**src/rtl/cache_defs.sv**
```systemverilog
// Shared encodings for the cache miss/fill controller: cacheop codes, FSM states, block geometry.
package cache_defs;

  localparam int unsigned WORDS_PER_BLOCK = 8;

  localparam logic [1:0] CACHEOP_READ = 2'b00;
  localparam logic [1:0] CACHEOP_FILL = 2'b01;
  localparam logic [1:0] CACHEOP_TAG  = 2'b10;

  typedef enum logic [1:0] {
    ST_IDLE = 2'd0,
    ST_FILL = 2'd1,
    ST_TAG  = 2'd2
  } fill_state_e;

endpackage

```
**src/rtl/fill_counter.sv**
```systemverilog
// Word counter for a block fill: async reset, synchronous clear, enable, saturates at MAX.
module fill_counter #(
  parameter int unsigned WIDTH = 4,
  parameter int unsigned MAX   = 8
) (
  input  logic             clk,
  input  logic             rst,
  input  logic             en,
  input  logic             clr,
  output logic [WIDTH-1:0] cnt
);

  localparam logic [WIDTH-1:0] MAX_CNT = WIDTH'(MAX);

  logic [WIDTH-1:0] cnt_q;

  always_ff @(posedge clk or posedge rst) begin
    if (rst) begin
      cnt_q <= '0;
    end else if (clr) begin
      cnt_q <= '0;
    end else if (en && (cnt_q != MAX_CNT)) begin
      cnt_q <= cnt_q + WIDTH'(1);
    end
  end

  assign cnt = cnt_q;

endmodule

```
**src/rtl/cache_fill_fsm.sv**
```systemverilog
// Miss arbiter and block-fill sequencer feeding the I- and D-caches from pipelined main memory.
module cache_fill_fsm
  import cache_defs::*;
#(
  parameter int unsigned WORDS_PER_BLOCK = cache_defs::WORDS_PER_BLOCK
) (
  input  logic        clk,
  input  logic        rst,
  input  logic        i_miss,
  input  logic [15:0] i_miss_addr,
  input  logic        d_miss,
  input  logic [15:0] d_miss_addr,
  output logic        mem_en,
  output logic [15:0] mem_addr,
  input  logic        mem_data_valid,
  input  logic [15:0] mem_data,
  output logic [1:0]  i_cacheop,
  output logic [1:0]  d_cacheop,
  output logic [15:0] fill_addr,
  output logic [15:0] fill_data,
  output logic        fill_target,
  output logic        fsm_busy
);

  localparam logic [3:0] CNT_MAX  = 4'(WORDS_PER_BLOCK);
  localparam logic [3:0] CNT_LAST = 4'(WORDS_PER_BLOCK - 1);

  fill_state_e state_q, state_d;
  logic [15:0] base_q, base_d;
  logic        fill_target_q, fill_target_d;
  logic [3:0]  req_cnt, ret_cnt;
  logic [1:0]  op;
  logic        in_fill;

  assign in_fill = (state_q == ST_FILL);

  // Request and return streams overlap, so each side keeps its own count.
  fill_counter #(
    .WIDTH (4),
    .MAX   (WORDS_PER_BLOCK)
  ) u_req_cnt (
    .clk (clk),
    .rst (rst),
    .en  (in_fill),
    .clr (!in_fill),
    .cnt (req_cnt)
  );

  fill_counter #(
    .WIDTH (4),
    .MAX   (WORDS_PER_BLOCK)
  ) u_ret_cnt (
    .clk (clk),
    .rst (rst),
    .en  (in_fill && mem_data_valid),
    .clr (!in_fill),
    .cnt (ret_cnt)
  );

  always_ff @(posedge clk or posedge rst) begin
    if (rst) begin
      state_q       <= ST_IDLE;
      base_q        <= '0;
      fill_target_q <= 1'b0;
    end else begin
      state_q       <= state_d;
      base_q        <= base_d;
      fill_target_q <= fill_target_d;
    end
  end

  always_comb begin
    state_d       = state_q;
    base_d        = base_q;
    fill_target_d = fill_target_q;
    mem_en        = 1'b0;
    mem_addr      = '0;
    op            = CACHEOP_READ;
    fill_addr     = '0;
    fill_data     = '0;
    unique case (state_q)
      ST_IDLE: begin
        // D-side miss belongs to the older instruction, so it wins a tie.
        if (d_miss) begin
          base_d        = {d_miss_addr[15:4], 4'b0000};
          fill_target_d = 1'b1;
          state_d       = ST_FILL;
        end else if (i_miss) begin
          base_d        = {i_miss_addr[15:4], 4'b0000};
          fill_target_d = 1'b0;
          state_d       = ST_FILL;
        end
      end
      ST_FILL: begin
        if (req_cnt != CNT_MAX) begin
          mem_en   = 1'b1;
          mem_addr = base_q + {11'b0, req_cnt, 1'b0};
        end
        if (mem_data_valid && (ret_cnt != CNT_MAX)) begin
          op        = CACHEOP_FILL;
          fill_addr = base_q | {11'b0, ret_cnt, 1'b0};
          fill_data = mem_data;
          if (ret_cnt == CNT_LAST) state_d = ST_TAG;
        end
      end
      ST_TAG: begin
        // Tag goes in last so the block only becomes visible once all words are written.
        op        = CACHEOP_TAG;
        fill_addr = base_q;
        state_d   = ST_IDLE;
      end
      default: state_d = ST_IDLE;
    endcase
  end

  assign i_cacheop   = fill_target_q ? CACHEOP_READ : op;
  assign d_cacheop   = fill_target_q ? op : CACHEOP_READ;
  assign fill_target = fill_target_q;
  assign fsm_busy    = (state_q != ST_IDLE);

endmodule
```
**config.mk**
```make
export PLATFORM = sky130hd
export DESIGN_NAME = cache_fill_fsm
export DESIGN_NICKNAME = d
export VERILOG_FILES = /design/src/rtl/cache_defs.sv /design/src/rtl/fill_counter.sv /design/src/rtl/cache_fill_fsm.sv
export SDC_FILE = /design/constraint.sdc
export NUM_CORES = 1
export LEC_CHECK = 0
export CAP_MARGIN = 20
export CORE_MARGIN = 2
export CORE_UTILIZATION = 38
export DETAILED_ROUTE_END_ITERATION = 10
export PLACE_DENSITY = 0.81
export REMOVE_ABC_BUFFERS = 1
export SYNTH_ARGS = -nofsm -noshare
export SYNTH_HDL_FRONTEND = slang
export SYNTH_SLANG_ARGS = --single-unit
export TNS_END_PERCENT = 20
```
**constraint.sdc**
```tcl
create_clock -name clk -period 2.1 [get_ports clk]
set_clock_uncertainty 0.05 [all_clocks]
set_input_delay 0.42 -clock clk [delete_from_list [all_inputs] [get_ports clk]]
set_output_delay 0.42 -clock clk [all_outputs]
set_load 0.005 [all_outputs]
```
=== After elaboration in Yosys (flattened, before gate mapping) ===
Index checks and enable logic that the tools add are counted.

* Logic and storage cells: 53
* Input port bits: 53
* Register bits: 27

* Equality and inequality tests: 10
* Reduce and logical (&&, ||, !) cells: 9
* Muxes and demuxes: 25
* $add $sub $neg: 3
* Bitwise operators: 1

{| class="wikitable"
|+ Operator list
! kind !! count
|-
| 16-bit two-way mux || 7
|-
| 16-bit one-hot mux with 2 select lines || 1
|-
| 16-bit by 5-bit adder with 16-bit output || 1
|-
| 4-bit two-way mux || 4
|-
| 16-bit by 5-bit bitwise OR with 16-bit output || 1
|-
| 2-bit two-way mux || 6
|-
| 4-bit by 1-bit adder with 4-bit output, second input constant || 2
|-
| 2-bit by 1-bit inequality test with 1-bit output, second input constant || 4
|-
| 4-bit inequality test, second input constant || 2
|-
| 2-bit one-hot mux with 2 select lines || 2
|-
| 1-bit two-way mux || 5
|-
| 4-bit by 3-bit == test with 1-bit output, second input constant || 1
|-
| 1-bit logical AND || 4
|-
| 2-bit nonzero test || 2
|-
| 3-bit inequality test, second input constant || 1
|-
| 3-bit AND reduction || 1
|-
| 2-bit by 1-bit == test with 1-bit output, second input constant || 1
|-
| 2-bit == test, second input constant || 1
|-
| 2-bit logical NOT || 1
|-
| 2-bit AND reduction || 1
|}

=== Logic depth before layout (Yosys ltp) ===
* Depth in word-level cells: 5
* Gate-level depth with buffers: 7
* Gate-level depth less buffers: 5

=== By module ===
Synthesis repeated with hierarchy kept, for this count alone.

* Cells, all modules: 223
* Area total of the unflattened synthesis: 1895.6 um^2

{| class="wikitable"
|+ Modules (own cells, without submodules)
! module !! times used !! sequential area each (um^2) !! area each (um^2) !! cells an instance
|-
| cache_fill_fsm || 1 || 375.4 || 1430.1 || 175
|-
| fill_counter || 2 || 100.1 || 232.7 || 24
|}

=== Worst setup path after synthesis ===
OpenSTA, ideal clock, no wires.

* Kind: register -> output
* Start point: register state_q[1]
* End point: output d_cacheop[0]
* Path buffers: 2
* Slack: 0.166 ns
* Arrival time: 1.464 ns
* Cell stages (with the launch flop): 8
* Path through: dfrtp_1 > inv_1 > ha_1 > buf_2 > inv_1 > nor3_2 > buf_2 > and3_1

* Word-level cells in the longest chain between the ends: 3
* Elaborated cells on any way between the ends: 4
* Classes of those cells: eq/ne (2); mux (2)

{| class="wikitable"
|+ RTL lines
! what !! line !! text
|-
| start: declaration || cache_fill_fsm.sv:28 || <nowiki>fill_state_e state_q, state_d;</nowiki>
|-
| start signal: assignment || cache_fill_fsm.sv:66 || <nowiki>state_q <= state_d;</nowiki>
|-
| 2-bit == test / 2-bit by 1-bit == test with 1-bit output (equally long branches) || cache_fill_fsm.sv:81 || <nowiki>unique case (state_q)</nowiki>
|-
| 2-bit one-hot mux with 2 select lines * || cache_fill_fsm.sv:81 ||
|-
| 2-bit two-way mux * || cache_fill_fsm.sv:117 || <nowiki>assign d_cacheop = fill_target_q ? op : CACHEOP_READ;</nowiki>
|-
| end: declaration || cache_fill_fsm.sv:18 || <nowiki>output logic [1:0] d_cacheop,</nowiki>
|}

Mark *: on every way between the ends. The rest lies on a longest branch, timed or not.

=== Worst setup path in the final report ===
* Start point: register base_q[4]
* End point: output mem_addr[12]

* Word-level cells in the longest chain between the ends: 3

{| class="wikitable"
|+ RTL lines
! what !! line !! text
|-
| start: declaration || cache_fill_fsm.sv:29 || <nowiki>logic [15:0] base_q, base_d;</nowiki>
|-
| start signal: assignment || cache_fill_fsm.sv:67 || <nowiki>base_q <= base_d;</nowiki>
|-
| 16-bit by 5-bit adder with 16-bit output || cache_fill_fsm.sv:97 || <nowiki>mem_addr = base_q + {11'b0, req_cnt, 1'b0};</nowiki>
|-
| 16-bit two-way mux || cache_fill_fsm.sv:95 || <nowiki>if (req_cnt != CNT_MAX) begin</nowiki>
|-
| 16-bit two-way mux || cache_fill_fsm.sv:81 ||
|-
| end: declaration || cache_fill_fsm.sv:14 || <nowiki>output logic [15:0] mem_addr,</nowiki>
|}

No other way between the ends.

==> impl_metrics.toml <==
[status]
run_status = "finished, violations left"
failed_checks = "negative setup slack"

[clock_tree]
ctsHoldBuffers = 0
clk_pin_slew_worst_paths_ps = 80
clock_tree.buffer_depth = 2
htree_levels = 1
cts_tree = "yes"
numCtsBuffers = 3
cts_root_buf = "clkbuf_8"
clkSinkCount = 23
clkLatencyLatePin_ps = 260

[sta]
fin_crit_sh_pct = 113
timing.fmax_mhz = 422
finalSetupViolations = 43
fin_ws_ps = -272
rsz0062_at_grt = "yes"
hold_viol = 0
finalSetupTns_ps = -7900
layout_min_cycle_time_ps = 2370
finalMaxSlewViolations = 0
fin_hold_ws_ps = 453

[logic_synthesis]
syn-cell-area_sq_mm = 0.00180
yosysSeqAreaShare_pct = 31.9
synthFlopType = "dfrtp_1"
syn_inst = 212
synth.area.top_cells = "dfrtp_1 (32%), mux2i_1 (7.2%), and2_1 (6.2%)"
synth_warnings = 0
synth_top_area_share_pct = 31.9
synth-seq-cells = 23
yosys.cell_types.count = 36
synth-async-reset-ratio_pct = 100
yosysTopAreaCell = "dfrtp_1"
synth-edff-count = 0
syn_avg_cell_area_sq_um = 8.50

[floorplanning]
die_y_um = 72.9
die_area_sq_mm = 0.00531
core-area_sq_mm = 0.00466
die_w_um = 72.9
rows = 25
initial_core_util_pct = 38.7
pin_count = 108

[place]
hpwl_mm = 4.16
place_congestion = 0.883
dpl_cell_area_sq_mm = 0.00314
dp_cells = 395
pre_cts_slack_ps = -462
io_buffers = 97

[worst_setup_path]
worst-r2r-setup-slack_ps = 600
crit_path_start_kind = "register"
path_class = "reg -> out"
end_kind = "output port"
reg2reg_from = "state_q[0]$_DFFE_PP0P_"
critPathMaxFanout = 6
cp_data_arrival_time_ps = 1900
r2r_cells = 5
timing.rr.end = "state_q[1]$_DFFE_PP0P_"
cp_data_required_time_ps = 1630

[route]
finalWirelength_mm = 6.18
drtAntennaViolNets = 0
drt_pass1_iterations = 5
detail_route.wl_per_cell_um = 15.0
vias = 2142
drtIter0Drc = 104
routed_via_density = 5.19
drc_errors = 0

[power_and_ir_drop]
ir_worst_vdd_uv = 613
p_leak_nw = 1.95
power_density_mw_per_mm2 = 988

[cells_and_area]
drive_gt1_share_pct = 36.2
multi_input_area_sq_mm = 0.00130
final_cell_area_sq_mm = 0.00345
area_delta_synth_final_pct = 91.5
nNetsFinal = 422
antenna_cells = 0
fillers = 349
finalNonFillerCells = 413
ff_latch_area_sq_um = 576

[hold_path]
hold_class = "in -> async"

[global_route]
antenna_found_initial = 0
grt_pass1_wl_mm = 9.00
track_usage_pct = 21.4
grt_pass1_vias = 1974
grt_max_degree = 24
overflow = 0

[flow_run]
drv_cap = 0
## logic make-up after synthesis
group / after synthesis / synth area share [%]
DFF: 23 / 31.9
xor gates and xnor gates: 8 / 3.89
other: 1 / 0.208
buffers and inverters: 28 / 6.66
muxes: 13 / 7.22
AOI/OAI and AO/OA: 52 / 19.0
and+or+nand+nor: 78 / 24.8
adders and majority gates: 9 / 6.25
## cell type report
cell class	count	area share (%)
Timing Repair Buffer	156	40.9
Clock buffer	4	1.30
Inverter	14	1.52
Tap cell	54	1.96
Sequential cell	23	16.7
Multi-Input combinational cell	162	37.6
## synthesized netlist by cell type (2+ instances only)
cell / count
a21oi_1: 13
and2_1: 18
and3_1: 5
and3b_1: 2
buf_2: 6
buf_4: 2
clkbuf_1: 6
dfrtp_1: 23
ha_1: 9
inv_1: 14
mux2i_1: 13
nand2_1: 18
nand3_1: 5
nand3b_1: 2
nand4_1: 2
nand4_2: 2
nand4b_1: 2
nor2_1: 11
o211a_1: 11
o21ai_0: 17
o21ai_1: 2
o31ai_1: 4
or3_1: 3
or4_1: 4
xnor2_1: 4
xor2_1: 4
## worst max-delay path, cell delays in order, from the launching register on
cell	delay (ps)
dfrtp_1	370
buf_4	140
ha_4	150
nand4_4	120
or4_4	510
a21oi_2	140
clkdlybuf4s15_2	210
## routing by layer
layer	vias to the layer above	GRT usage [%]	wire length [um]
met5	-	0	0
met3	6	3.45	440
met2	84	39.5	3290
met1	1012	26.1	2400
li1	1040	-	-
met4	0	4.53	54
## flip-flops by register name (all words and copies together) (netlist names)
name	cells
base_q	12
u_req_cnt.cnt	4
u_ret_cnt.cnt	4
state_q	2
fill_target	1
## worst max-delay path by stage
stage,startpoint,slack [ps],to
after floorplan,state_q[1]$_DFFE_PP0P_,-310,i_cacheop[0]
final,base_q[4]$_DFFE_PP0P_,-270,mem_addr[12]
after CTS,u_ret_cnt.cnt[0]$_DFFE_PP0P_,-520,fill_addr[5]
after global placement,mem_data_valid,-410,fill_addr[1]
after detailed placement,mem_data_valid,-460,fill_addr[1]
after global routing,u_ret_cnt.cnt[0]$_DFFE_PP0P_,-360,fill_addr[10]
## per-stage QoR
step	total power, mW	util (%)
after global routing	3.67	74.1
after detailed placement	2.90	67.4
final	3.41	74.1
after global placement	2.83	67.4
after CTS	3.25	70.8
after floorplan	1.60	-
## cells in the final DEF (no fill, tap or decap), types with 4 or more instances in the layout
master,instances
buf_2,15
dfrtp_1,23
o21ai_0,16
o211a_1,11
nor2_1,5
ha_1,4
mux2i_1,13
dlymetal6s2s_1,16
inv_1,11
clkdlybuf4s50_1,47
nand2_1,17
a21oi_2,6
clkbuf_2,10
and2_1,18
nand3_1,5
a21oi_1,6
or4_4,4
xor2_1,4
buf_6,14
buf_4,45
## where the power goes
part	total, mW	internal, mW	switching (mW)
Clock	0.275	0.135	0.140
Sequential	0.804	0.611	0.193
Combinational	2.33	1.21	1.12
Total	3.41	1.96	1.45
## what timing repair did
action,4_1_cts,5_1_grt
pin swaps,12,9
setup buffers,6,5
endpoints found under the setup margin,51,47
gates cloned,0,3
gates resized for setup,86,90
(Power assumes the default switching activity.)
